## src/rtl/serial_adder.sv

```systemverilog
// Digit-serial adder/subtractor: processes a W-bit operand pair D bits per clock,
// LSB digit first, with a start/done handshake and registered sum, carry-out and overflow.
module serial_adder #(
   parameter int W = 16,
   parameter int D = 4
) (
   input  logic         clk,
   input  logic         rst,
   input  logic         start,
   input  logic         sub,
   input  logic [W-1:0] a,
   input  logic [W-1:0] b,
   input  logic         cin,
   output logic         busy,
   output logic         done,
   output logic [W-1:0] s,
   output logic         co,
   output logic         ovf
);

   localparam int N  = W / D;
   localparam int CW = (N > 1) ? $clog2(N) : 1;
   localparam logic [CW-1:0] LAST = CW'(N - 1);

   typedef enum logic [1:0] {
      IDLE = 2'd0,
      RUN  = 2'd1,
      DONE = 2'd2
   } state_t;

   state_t         state_q;
   logic [CW-1:0]  cnt_q;
   logic [W-1:0]   a_q;
   logic [W-1:0]   b_q;
   logic           carry_q;
   logic           busy_q;
   logic           done_q;
   logic [W-1:0]   s_q;
   logic           co_q;
   logic           ovf_q;

   logic [D-1:0]   a_dig_s;
   logic [D-1:0]   b_dig_s;
   logic [D:0]     digit_sum_s;
   logic           carry_msb_s;
   logic [W-1:0]   result_d;

   // Current digit of both latched operands summed with the running carry
   always_comb begin
      a_dig_s     = a_q[cnt_q*D +: D];
      b_dig_s     = b_q[cnt_q*D +: D];
      digit_sum_s = {1'b0, a_dig_s} + {1'b0, b_dig_s} + {{D{1'b0}}, carry_q};
      // Carry into a bit is recovered from its sum bit and its two operand bits.
      carry_msb_s = digit_sum_s[D-1] ^ a_dig_s[D-1] ^ b_dig_s[D-1];
   end

   // Partial result: each new digit enters at the top and settles in place after N digits
   generate
      if (N == 1) begin : g_single
         assign result_d = digit_sum_s[D-1:0];
      end else begin : g_multi
         logic [W-D-1:0] res_q;

         // Shift register holding the digits produced so far
         always_ff @(posedge clk) begin
            if (rst) begin
               res_q <= '0;
            end else if (state_q == RUN) begin
               res_q <= result_d[W-1:D];
            end else begin
               res_q <= res_q;
            end
         end

         assign result_d = {digit_sum_s[D-1:0], res_q};
      end
   endgenerate

   // Control FSM with registered handshake and result outputs
   always_ff @(posedge clk) begin
      if (rst) begin
         state_q <= IDLE;
         cnt_q   <= '0;
         a_q     <= '0;
         b_q     <= '0;
         carry_q <= 1'b0;
         busy_q  <= 1'b0;
         done_q  <= 1'b0;
         s_q     <= '0;
         co_q    <= 1'b0;
         ovf_q   <= 1'b0;
      end else begin
         done_q <= 1'b0;
         case (state_q)
            IDLE, DONE: begin
               if (start) begin
                  a_q     <= a;
                  b_q     <= sub ? ~b : b;
                  carry_q <= sub ? ~cin : cin;
                  cnt_q   <= '0;
                  busy_q  <= 1'b1;
                  state_q <= RUN;
               end else begin
                  busy_q  <= 1'b0;
                  state_q <= IDLE;
               end
            end
            RUN: begin
               carry_q <= digit_sum_s[D];
               if (cnt_q == LAST) begin
                  s_q     <= result_d;
                  co_q    <= digit_sum_s[D];
                  ovf_q   <= carry_msb_s ^ digit_sum_s[D];
                  cnt_q   <= '0;
                  busy_q  <= 1'b0;
                  done_q  <= 1'b1;
                  state_q <= DONE;
               end else begin
                  cnt_q   <= cnt_q + CW'(1);
               end
            end
            default: begin
               busy_q  <= 1'b0;
               state_q <= IDLE;
            end
         endcase
      end
   end

   assign busy = busy_q;
   assign done = done_q;
   assign s    = s_q;
   assign co   = co_q;
   assign ovf  = ovf_q;

endmodule

```

## config.mk

```make
export PLATFORM = sky130hd
export DESIGN_NAME = serial_adder
export DESIGN_NICKNAME = d
export VERILOG_FILES = /design/src/rtl/serial_adder.sv
export SDC_FILE = /design/constraint.sdc
export NUM_CORES = 1
export LEC_CHECK = 0
export ABC_AREA = 1
export CAP_MARGIN = 25
export CORE_AREA = 2 2 99 73
export CTS_CLUSTER_SIZE = 25
export DETAILED_ROUTE_END_ITERATION = 7
export DIE_AREA = 0 0 101 75
export GPL_TIMING_DRIVEN = 0
export PLACE_DENSITY = 0.75
export SYNTH_ARGS = -nofsm -noshare
export SYNTH_HDL_FRONTEND = slang
export SYNTH_SLANG_ARGS = --single-unit
export TNS_END_PERCENT = 10
```

## constraint.sdc

```tcl
create_clock -name clk -period 2.5 [get_ports clk]
set_input_delay 0.25 -clock clk [delete_from_list [all_inputs] [get_ports clk]]
set_output_delay 0.25 -clock clk [all_outputs]
set_load 0.01 [all_outputs]
```

Word level (Yosys, flattened, before mapping)
Cells that the tools add are included. W data, S select, Z words.

Bits of input ports: 37. Output and inout port bits: 20. Word-level logic and storage cells: 48. Register bits: 69.

Shifts and indexed selects: 2. Multiplexer cells: 14. $add $sub $neg: 3. Reductions and logical operators: 7. Bitwise gates (word level): 6. Eq/ne operators: 5.

Operator list (count): $shiftx A16 B5 Y4 (2); $mux W16 (1); $not A16 Y16 (1); $pmux W2 S2 (2); $mux W1 (6); $mux W2 (3); $reduce_and A2 Y1 (3); $add A4 B4 Y5 (1); $add A5 B1 Y5 (1); $eq A2 B2 Y1 const B (2); $pmux W1 S2 (2); $reduce_or A2 Y1 (2); $xor A1 B1 Y1 (3); $add A2 B1 Y2 const B (1); $eq A2 B1 Y1 const B (1); $logic_not A2 Y1 (1); $ne A2 B1 Y1 const B (1); $ne A2 B2 Y1 const B (1); $not A1 Y1 (2); $reduce_bool A2 Y1 (1).

Logic depth before layout (Yosys ltp)
Gate-level depths: netlist of run 1.

Depth after elaboration: 6. Depth in mapped cells: 15. Depth with buffers taken out: 15.

Least setup slack after synthesis of run 1
Ideal clock, no wire load.

Path kind: reg-to-reg. Start point: register cnt_q[0]. End point: register ovf_q (netlist: ovf). Library setup time: 0.122 ns. Path buffers: 2. Stages on the path, launching flop included: 15. Required time: 2.378 ns. Slack: 0.086 ns. Period minus slack after synthesis: 2.414 ns. Arrival: 2.293 ns. Cell sequence: dfxtp_1 buf_6 buf_2 nand2_1 a32o_1 fa_1 fa_1 inv_1 nand2_1 nand3_1 nand3_1 nand2_1 nand2_1 nand2_1 a21oi_2.

Longest elaborated chain between the ends: 6. Elaborated cells on any way between the ends: 9.

RTL lines: start: declaration (RTL line 32) `logic [CW-1:0] cnt_q;`; start signal: assignment (RTL line 119) `cnt_q <= cnt_q + CW'(1);`; $shiftx A16 B5 Y4, on equally long branches (RTL line 50, 51); $add A4 B4 Y5 (RTL line 52) `digit_sum_s = {1'b0, a_dig_s} + {1'b0, b_dig_s} + {{D{1'b0}}, carry_q};`; $add A5 B1 Y5 (RTL line 52); $xor A1 B1 Y1 (2 in a row) (RTL line 54) `carry_msb_s = digit_sum_s[D-1] ^ a_dig_s[D-1] ^ b_dig_s[D-1];`; $xor A1 B1 Y1 (RTL line 113) `ovf_q <= carry_msb_s ^ digit_sum_s[D];`; end signal: assignment (RTL line 113); end: declaration (RTL line 40) `logic ovf_q;`.

Parallel ways exist; a longest one is shown, timed or not. A chain may end at the register's enable or synchronous reset.

Final worst setup path of run 1
Start point: register cnt_q[1]. End point: register ovf_q (netlist: ovf).

The elaborated chain is that of the path after synthesis.

==> metrics.md, run 1 <==
| Metric | Value |
|---|---|
| Status | finished clean |
| Largest net degree at the start of global routing | 20 |
| Setup Viol. Count Final | 0 |
| DP HPWL | 5480 µm |
| Row count | 25 |
| Req. time, crit path | around 2.8 ns |
| TritonCTS Buffers | 9 |
| Drt first pass iters | 5 |
| Commonest non-fill, non-tap cells in the layout | dfxtp_1, nand2_1, nor2_1 |
| Commonest non-fill, non-tap cell in the layout | dfxtp_1 |
| Die Y | approximately 75 µm |
| Register area share after synthesis | between 40% and 50% |
| Max_cap viols | 0 |
| Crit Path Max Fanout | 10 |
| Most used routing layer | met2 |
| Hold path cells | 2 |
| CTS clk-pin slew, worst paths | roughly 0.080 ns |
| Min-delay src | rst |
| Hold Crit Endpoint | done |
| Rel. slew slack | 67.6% |
| Die width | 101 µm |
| Post-route ant nets | 0 |
| Nets | between 500 and 600 |
| Post-Synthesis Cells | 397 |
| Seq cells post-synth | 68 |
| Layout cell share with drive strength beyond 1 | approximately a tenth |
| CP endpoint kind | register |
| CTS H-Tree Depth | 3 |
| IO Pins | 57 |
| Worst R2R End | ovf |
| Worst R2R Setup Slack | around 0.13 ns |
| Placed Instances | 532 |
| CTS root buf | clkbuf_8 |
| Yosys warns | 0 |
| Routed len/inst | 13.8 µm |
| Hold slack | between 0.2 and 0.25 ns |
| CORE AREA | around 6600 µm² |
| CP startpoint kind | register |
| Synthesis-to-layout area growth | 28.8% |
| Vias/cell | 5.16 |
| Hold Path Class | in2reg |
| Worst Clk Skew | 0.00879 ns |
| Initial antenna violation count | 0 |
| Final hold vios | 0 |
| Worst skew pair latency | about 0.35 ns |
| Syn_nets | 440 |
| Worst r2r src | cnt_q[1] |
| Final cycle utilization of the critical path | ~95% |
| Least-Margin Pin Slew | a little under 0.5 ns |
| Leakage power | 1.68 nW |
| Pwr Density | a little under 700 nW/µm² |
| CTS tree | yes |
| Vias in the first global route | about 2.7k |
| Max-slew violation count | 0 |
| Postcts setup bufs | 0 |
| Initial Util | 46.1% |
| Die ar. | about 7600 µm² |
| Mean area per synthesized cell | ~7.6 µm² |
| M3 GR Usage | ~5.3% |
| Fmax | approximately 0.42 GHz |
| CTS sink count | just under 70 |
| 1st-iter DRT viols | between 150 and 200 |
| Antenna diode count | 0 |
| Drt total wl | roughly 7500 µm |
| Post-layout util | around 59% |
| CTS max path bufs | 2 |
| Met2 Usage GRT | 33.6% |
| Overall Power | between 2 and 3 mW |
| DRC | 0 |
| GR Overflow Total | 0 |
| First-pass GRT wire length | between 10000 and 15000 µm |
| Worst-case reg-to-reg path depth | 13 |
| Critical path class | reg2reg |
| Total GRT Usage | between 20 and 25% |
| Synth Cell Area | roughly 3000 µm² |
| Post-Layout Cell Count | ~550 |
| Fin crit period | between 2 and 2.5 ns |
| Final RePlAce weighted congestion | between 0.8 and 0.9 |
| Via count | ~2.8k |
| # port buffers | between 50 and 60 |
| Grt met1 use | between 20% and 30% |
| Number of distinct library cells after synthesis | 27 |
| CP arrival | 2.65 ns |
| Max VDD drop | approximately 0.33 mV |
[how the worst max path moves through the flow]
stage                         from  cells after the start  end
after floorplan           cnt_q[0]                     14  ovf
after global placement    cnt_q[0]                     14  ovf
after detailed placement  cnt_q[0]                     14  ovf
after CTS                 cnt_q[1]                     13  ovf
after global routing      cnt_q[1]                     14  ovf
final                     cnt_q[1]                     13  ovf
[cell type report]
class	instances	area (µm²)
multi-input combinational	277	1450
buffer	22	120
tap	81	101
sequential	68	1360
clock inverter	6	87.6
timing repair buffer	54	541
inverter	28	108
fill	618	2670
clock buffer	10	138
[metal layers]
layer | wire length (µm) | vias up
li1 | - | 1418
met5 | 0 | -
met3 | 517 | 18
met2 | 3320 | 101
met1 | 3510 | 1282
met4 | 162 | 0
[worst max-delay path, stage by stage (launching register included)]
cell and delay, ns:
dfxtp_1 0.35, buf_6 0.15, inv_2 0.06, buf_6 0.14, a32o_2 0.29, fa_2 0.37, fa_2 0.35, inv_1 0.08
nand2_1 0.06, nand3_1 0.09, nand3_2 0.09, nand3_1 0.09, nand2_1 0.07, a21oi_2 0.11
[what timing repair did]
action / in CTS / in global routing
hold buffers: 0 / 0
gates resized for setup: 1 / 5
endpoints found under the setup margin: 4 / 2
pin swaps: 0 / 0
[stage by stage]
stage / area (µm²) / setup slack (ns) / setup TNS (ns)
finish: 3900 / 0.130 / 0
global placement: 3670 / -0.155 / -0.260
detailed placement: 3670 / -0.179 / -0.327
global route: 3900 / -0.00302 / -0.00302
floorplan: 3030 / 0.0856 / 0
CTS: 3890 / 0.0266 / 0
[cell families after synthesis]
| kind of cell | synth area share (%) |
|---|---|
| flip-flops | 44.9 |
| AO/OA/AOI/OAI | 18.1 |
| AND/OR/NAND/NOR | 21.1 |
| adder cells (fa/ha/maj) | 2.97 |
| XOR/XNOR | 5.20 |
| buffers and inverters | 7.72 |
[sequential cells by signal, summed over array words and instances, names as in the netlist]
register       cells
done               1
b_q               16
g_multi.res_q     12
state_q            2
co                 1
cnt_q              2
a_q               16
s                 16
ovf                1
carry_q            1
[cells in the mapped netlist]
library cell	n	area, µm²
a21oi_1	33	165
a21oi_2	1	8.76
a31oi_1	1	6.26
a32o_1	1	10.0
a32oi_1	2	17.5
buf_2	11	55.1
buf_4	2	15.0
buf_6	2	22.5
clkbuf_1	9	33.8
dfxtp_1	68	1360
fa_1	2	40.0
ha_1	4	50.1
inv_1	22	82.6
inv_2	5	18.8
inv_4	1	6.26
nand2_1	66	248
nand2_2	1	6.26
nand3_1	23	115
nor2_1	58	218
nor2_4	1	11.3
nor2_8	2	40.0
o21a_1	1	7.51
o21ai_0	57	285
o21ai_2	4	35.0
o22ai_1	2	12.5
xnor2_1	17	149
xor2_1	1	8.76
[report_power, final]
group	switching [mW]	total (mW)	leakage, nW	internal, mW
logic	0.270	0.464	1.00	0.194
registers	0.0409	1.19	0.559	1.15
clock network	0.422	1.01	0.116	0.588
total	0.732	2.67	1.68	1.94
No activity file was read; power rests on OpenSTA's default activity.
==> run 2, diff against run 1 <==
--- a/config.mk
+++ b/config.mk
@@ -11,7 +11,6 @@
 export CTS_CLUSTER_SIZE = 25
 export DETAILED_ROUTE_END_ITERATION = 7
 export DIE_AREA = 0 0 101 75
-export GPL_TIMING_DRIVEN = 0
 export PLACE_DENSITY = 0.75
 export SYNTH_ARGS = -nofsm -noshare
 export SYNTH_HDL_FRONTEND = slang
==> run 2 against run 1 <==
Against the previous run: wire length down 7.4%; clock-buffer cell count increased by 1; total power down 10%; sequential share of layout area is 0.98 points higher; worst hold slack better by 0.24 ns; clock power shrank 24%; worst setup slack gained 0.13 ns; critical endpoint unchanged; maximum frequency up 5.9%; largest cell class unchanged; critical path type unchanged.
==> metrics.md, run 2 (synthesis gave the netlist of run 1 again) <==
| Metric | Value |
|---|---|
| Status | finished clean (unchanged) |
| CTS max path bufs | 2 (unchanged) |
| Vias in the first global route | 2542 (was 2663) |
| Initial Util | 46.1% (unchanged) |
| Top delay family on crit path | adder cells (unchanged) |
| RSZ-0062 raised after global routing | no |
| Routed len/inst | 13.0 µm (was 13.8 µm) |
| DRC | 0 (unchanged) |
| Largest net degree at the start of global routing | 48 (was 20) |
| Hold slack | 0.471 ns (was 0.231 ns) |
| CTS clk-pin slew, worst paths | 0.07 ns (was 0.08 ns) |
| Die width | 101 µm (unchanged) |
| Setup TNS | 0 ns (unchanged) |
| CP endpoint kind | register (unchanged) |
| Synthesis-to-layout area growth | 25.5% (was 28.8%) |
| CTS sink count | 68 (unchanged) |
| Layout Cell Area excl Fill | 3800 µm² (was 3900 µm²) |
| 1st-iter DRT viols | 168 (was 171) |
| Die Y | 75 µm (unchanged) |
| Total GRT Usage | 20.0% (was 21.6%) |
| Placed Instances | 520 (was 532) |
| Worst skew pair latency | 0.35 ns (about the same) |
| Via count | 2742 (was 2819) |
| Row count | 25 (unchanged) |
| Critical path cell sequence | inv_2, nand2_1, a32o_1, fa_1, fa_2, inv_1, nand2_1, nand3_1, nand3_1, nand2_1, nand2_1, nand2_1, a21oi_2 (was buf_6, inv_2, buf_6, a32o_2, fa_2, fa_2, inv_1, nand2_1, nand3_1, nand3_2, nand3_1, nand2_1, a21oi_2) |
| TritonCTS Buffers | 9 (unchanged) |
| IO Pins | 57 (unchanged) |
| Post-layout util | 57.9% (was 59.4%) |
| Initial antenna violation count | 0 (unchanged) |
| CORE AREA | 6570 µm² (unchanged) |
| Least-Margin Pin Slew | 0.412 ns (was 0.486 ns) |
| Pwr Density | 631 nW/µm² (was 684 nW/µm²) |
| Final cycle utilization of the critical path | 89.5% (was 94.8%) |
| Max_cap viols | 0 (unchanged) |
| Final hold vios | 0 (unchanged) |
| Crit Path Max Fanout | 13 (was 10) |
| Antenna diode count | 0 (unchanged) |
| Footprint of the multi-input gates | 1440 µm² (was 1450 µm²) |
| Setup ws final | 0.262 ns (was 0.130 ns) |
| CP arrival | 2.48 ns (was 2.65 ns) |
| Nets | 493 (was 503) |
| CTS H-Tree Depth | 3 (unchanged) |
| GR Overflow Total | 0 (unchanged) |
| Fmax | 0.447 GHz (was 0.422 GHz) |
| Req. time, crit path | 2.74 ns (was 2.78 ns) |
| Critical path's largest stage delay | 0.43 ns (was 0.37 ns) |
| Crit-path slowest cell | fa_1 (was fa_2) |
| Max-slew violation count | 0 (unchanged) |
| DP HPWL | 4980 µm (was 5480 µm) |
| FILL cells | 619 (was 618) |
| Vias/cell | 5.13 (was 5.16) |
| Post-route ant nets | 0 (unchanged) |
| Rel. slew slack | 72.5% (was 67.6%) |
| Max VDD drop | 0.286 mV (was 0.326 mV) |
| Critical path class | reg2reg (unchanged) |
| Setup Viol. Count Final | 0 (unchanged) |
| CTS tree | yes (unchanged) |
| Commonest non-fill, non-tap cells in the layout | dfxtp_1, nand2_1, nor2_1 (unchanged) |
| Post-Layout Cell Count | 534 (was 546) |
| CP startpoint kind | register (unchanged) |
| Placed Area | 3640 µm² (was 3670 µm²) |
| Critical path's most frequent cell | nand2_1 |
| Number of hold buffers added after cts | 0 (unchanged) |
| Post-Place Worst Slack | 0.0101 ns (was -0.179 ns) |
| Drt first pass iters | 5 (unchanged) |
| Leakage power | 1.63 nW (was 1.68 nW) |
| CTS root buf | clkbuf_8 (unchanged) |
| Commonest non-fill, non-tap cell in the layout | dfxtp_1 (unchanged) |
| Layout cell share with drive strength beyond 1 | 8.83% (was 10.5%) |
| Worst Clk Skew | 0.00655 ns (was 0.00879 ns) |
| Crit path buffers/inverters | 2 (was 4) |
| # port buffers | 56 (was 54) |
| First-pass GRT wire length | 11700 µm (was 12500 µm) |
| Die ar. | 7580 µm² (unchanged) |
| Fin crit period | 2.24 ns (was 2.37 ns) |
| Final RePlAce weighted congestion | 0.895 (was 0.886) |
| FF/Latch Area | 1370 µm² (was 1360 µm²) |
| Drt total wl | 6960 µm (was 7510 µm) |
| Overall Power | 2.40 mW (was 2.67 mW) |
| Hold Path Class | reg2reg (was in2reg) |
-- run 2: tightest hold or removal path, cell delays in order (launching register included) --
cell     delay (ns)
dfxtp_1        0.33
nand2_1        0.07
nand2_1        0.04
-- run 2: what timing repair did --
item,CTS,global route
setup endpoints to repair,0,4
gates resized for setup,0,3
hold endpoints to repair,0,0
buffers inserted,0,0
-- run 2: layout make-up --
cell class / count / area share [%]
inverters: 28 / 2.83
clock buffers: 11 / 3.72
flip-flops and latches: 68 / 35.9
repair buffers: 66 / 16.7
multi-input cells: 277 / 37.8
clock inverters: 3 / 0.395
well taps: 81 / 2.67
-- run 2: path summary, 6_finish.rpt --
| check | slack [ns] | end | cells after the start | start |
|---|---|---|---|---|
| hold reg to reg | 0.47 | s[5] | 2 | g_multi.res_q[5] |
| hold / removal | 0.47 | s[5] | 2 | g_multi.res_q[5] |
| setup reg to reg | 0.26 | ovf | 13 | cnt_q[0] |
| setup / recovery | 0.26 | ovf | 13 | cnt_q[0] |
-- run 2: metal layers --
metal / global-route usage, % / up-vias / share of wire (%)
met5: 0 / - / 0
met4: 5.56 / 0 / 1.1
met3: 7.71 / 8 / 5.8
met2: 30.4 / 66 / 42
met1: 27.0 / 1260 / 51
li1: - / 1408 / -
-- run 2: power by group --
group | leakage (nW) | switching (mW) | internal (mW) | total (mW)
registers | 0.559 | 0.0471 | 1.15 | 1.20
clock network | 0.0848 | 0.394 | 0.371 | 0.764
logic | 0.987 | 0.242 | 0.190 | 0.433
total | 1.63 | 0.683 | 1.71 | 2.40
==> run 3, diff against run 2 <==
--- a/config.mk
+++ b/config.mk
@@ -11,6 +11,7 @@
 export CTS_CLUSTER_SIZE = 25
 export DETAILED_ROUTE_END_ITERATION = 7
 export DIE_AREA = 0 0 101 75
+export GPL_TIMING_DRIVEN = 0
 export PLACE_DENSITY = 0.75
 export SYNTH_ARGS = -nofsm -noshare
 export SYNTH_HDL_FRONTEND = slang
==> results of run 3 <==
The final DEF is identical to that of run 1; final timing and power are the same.
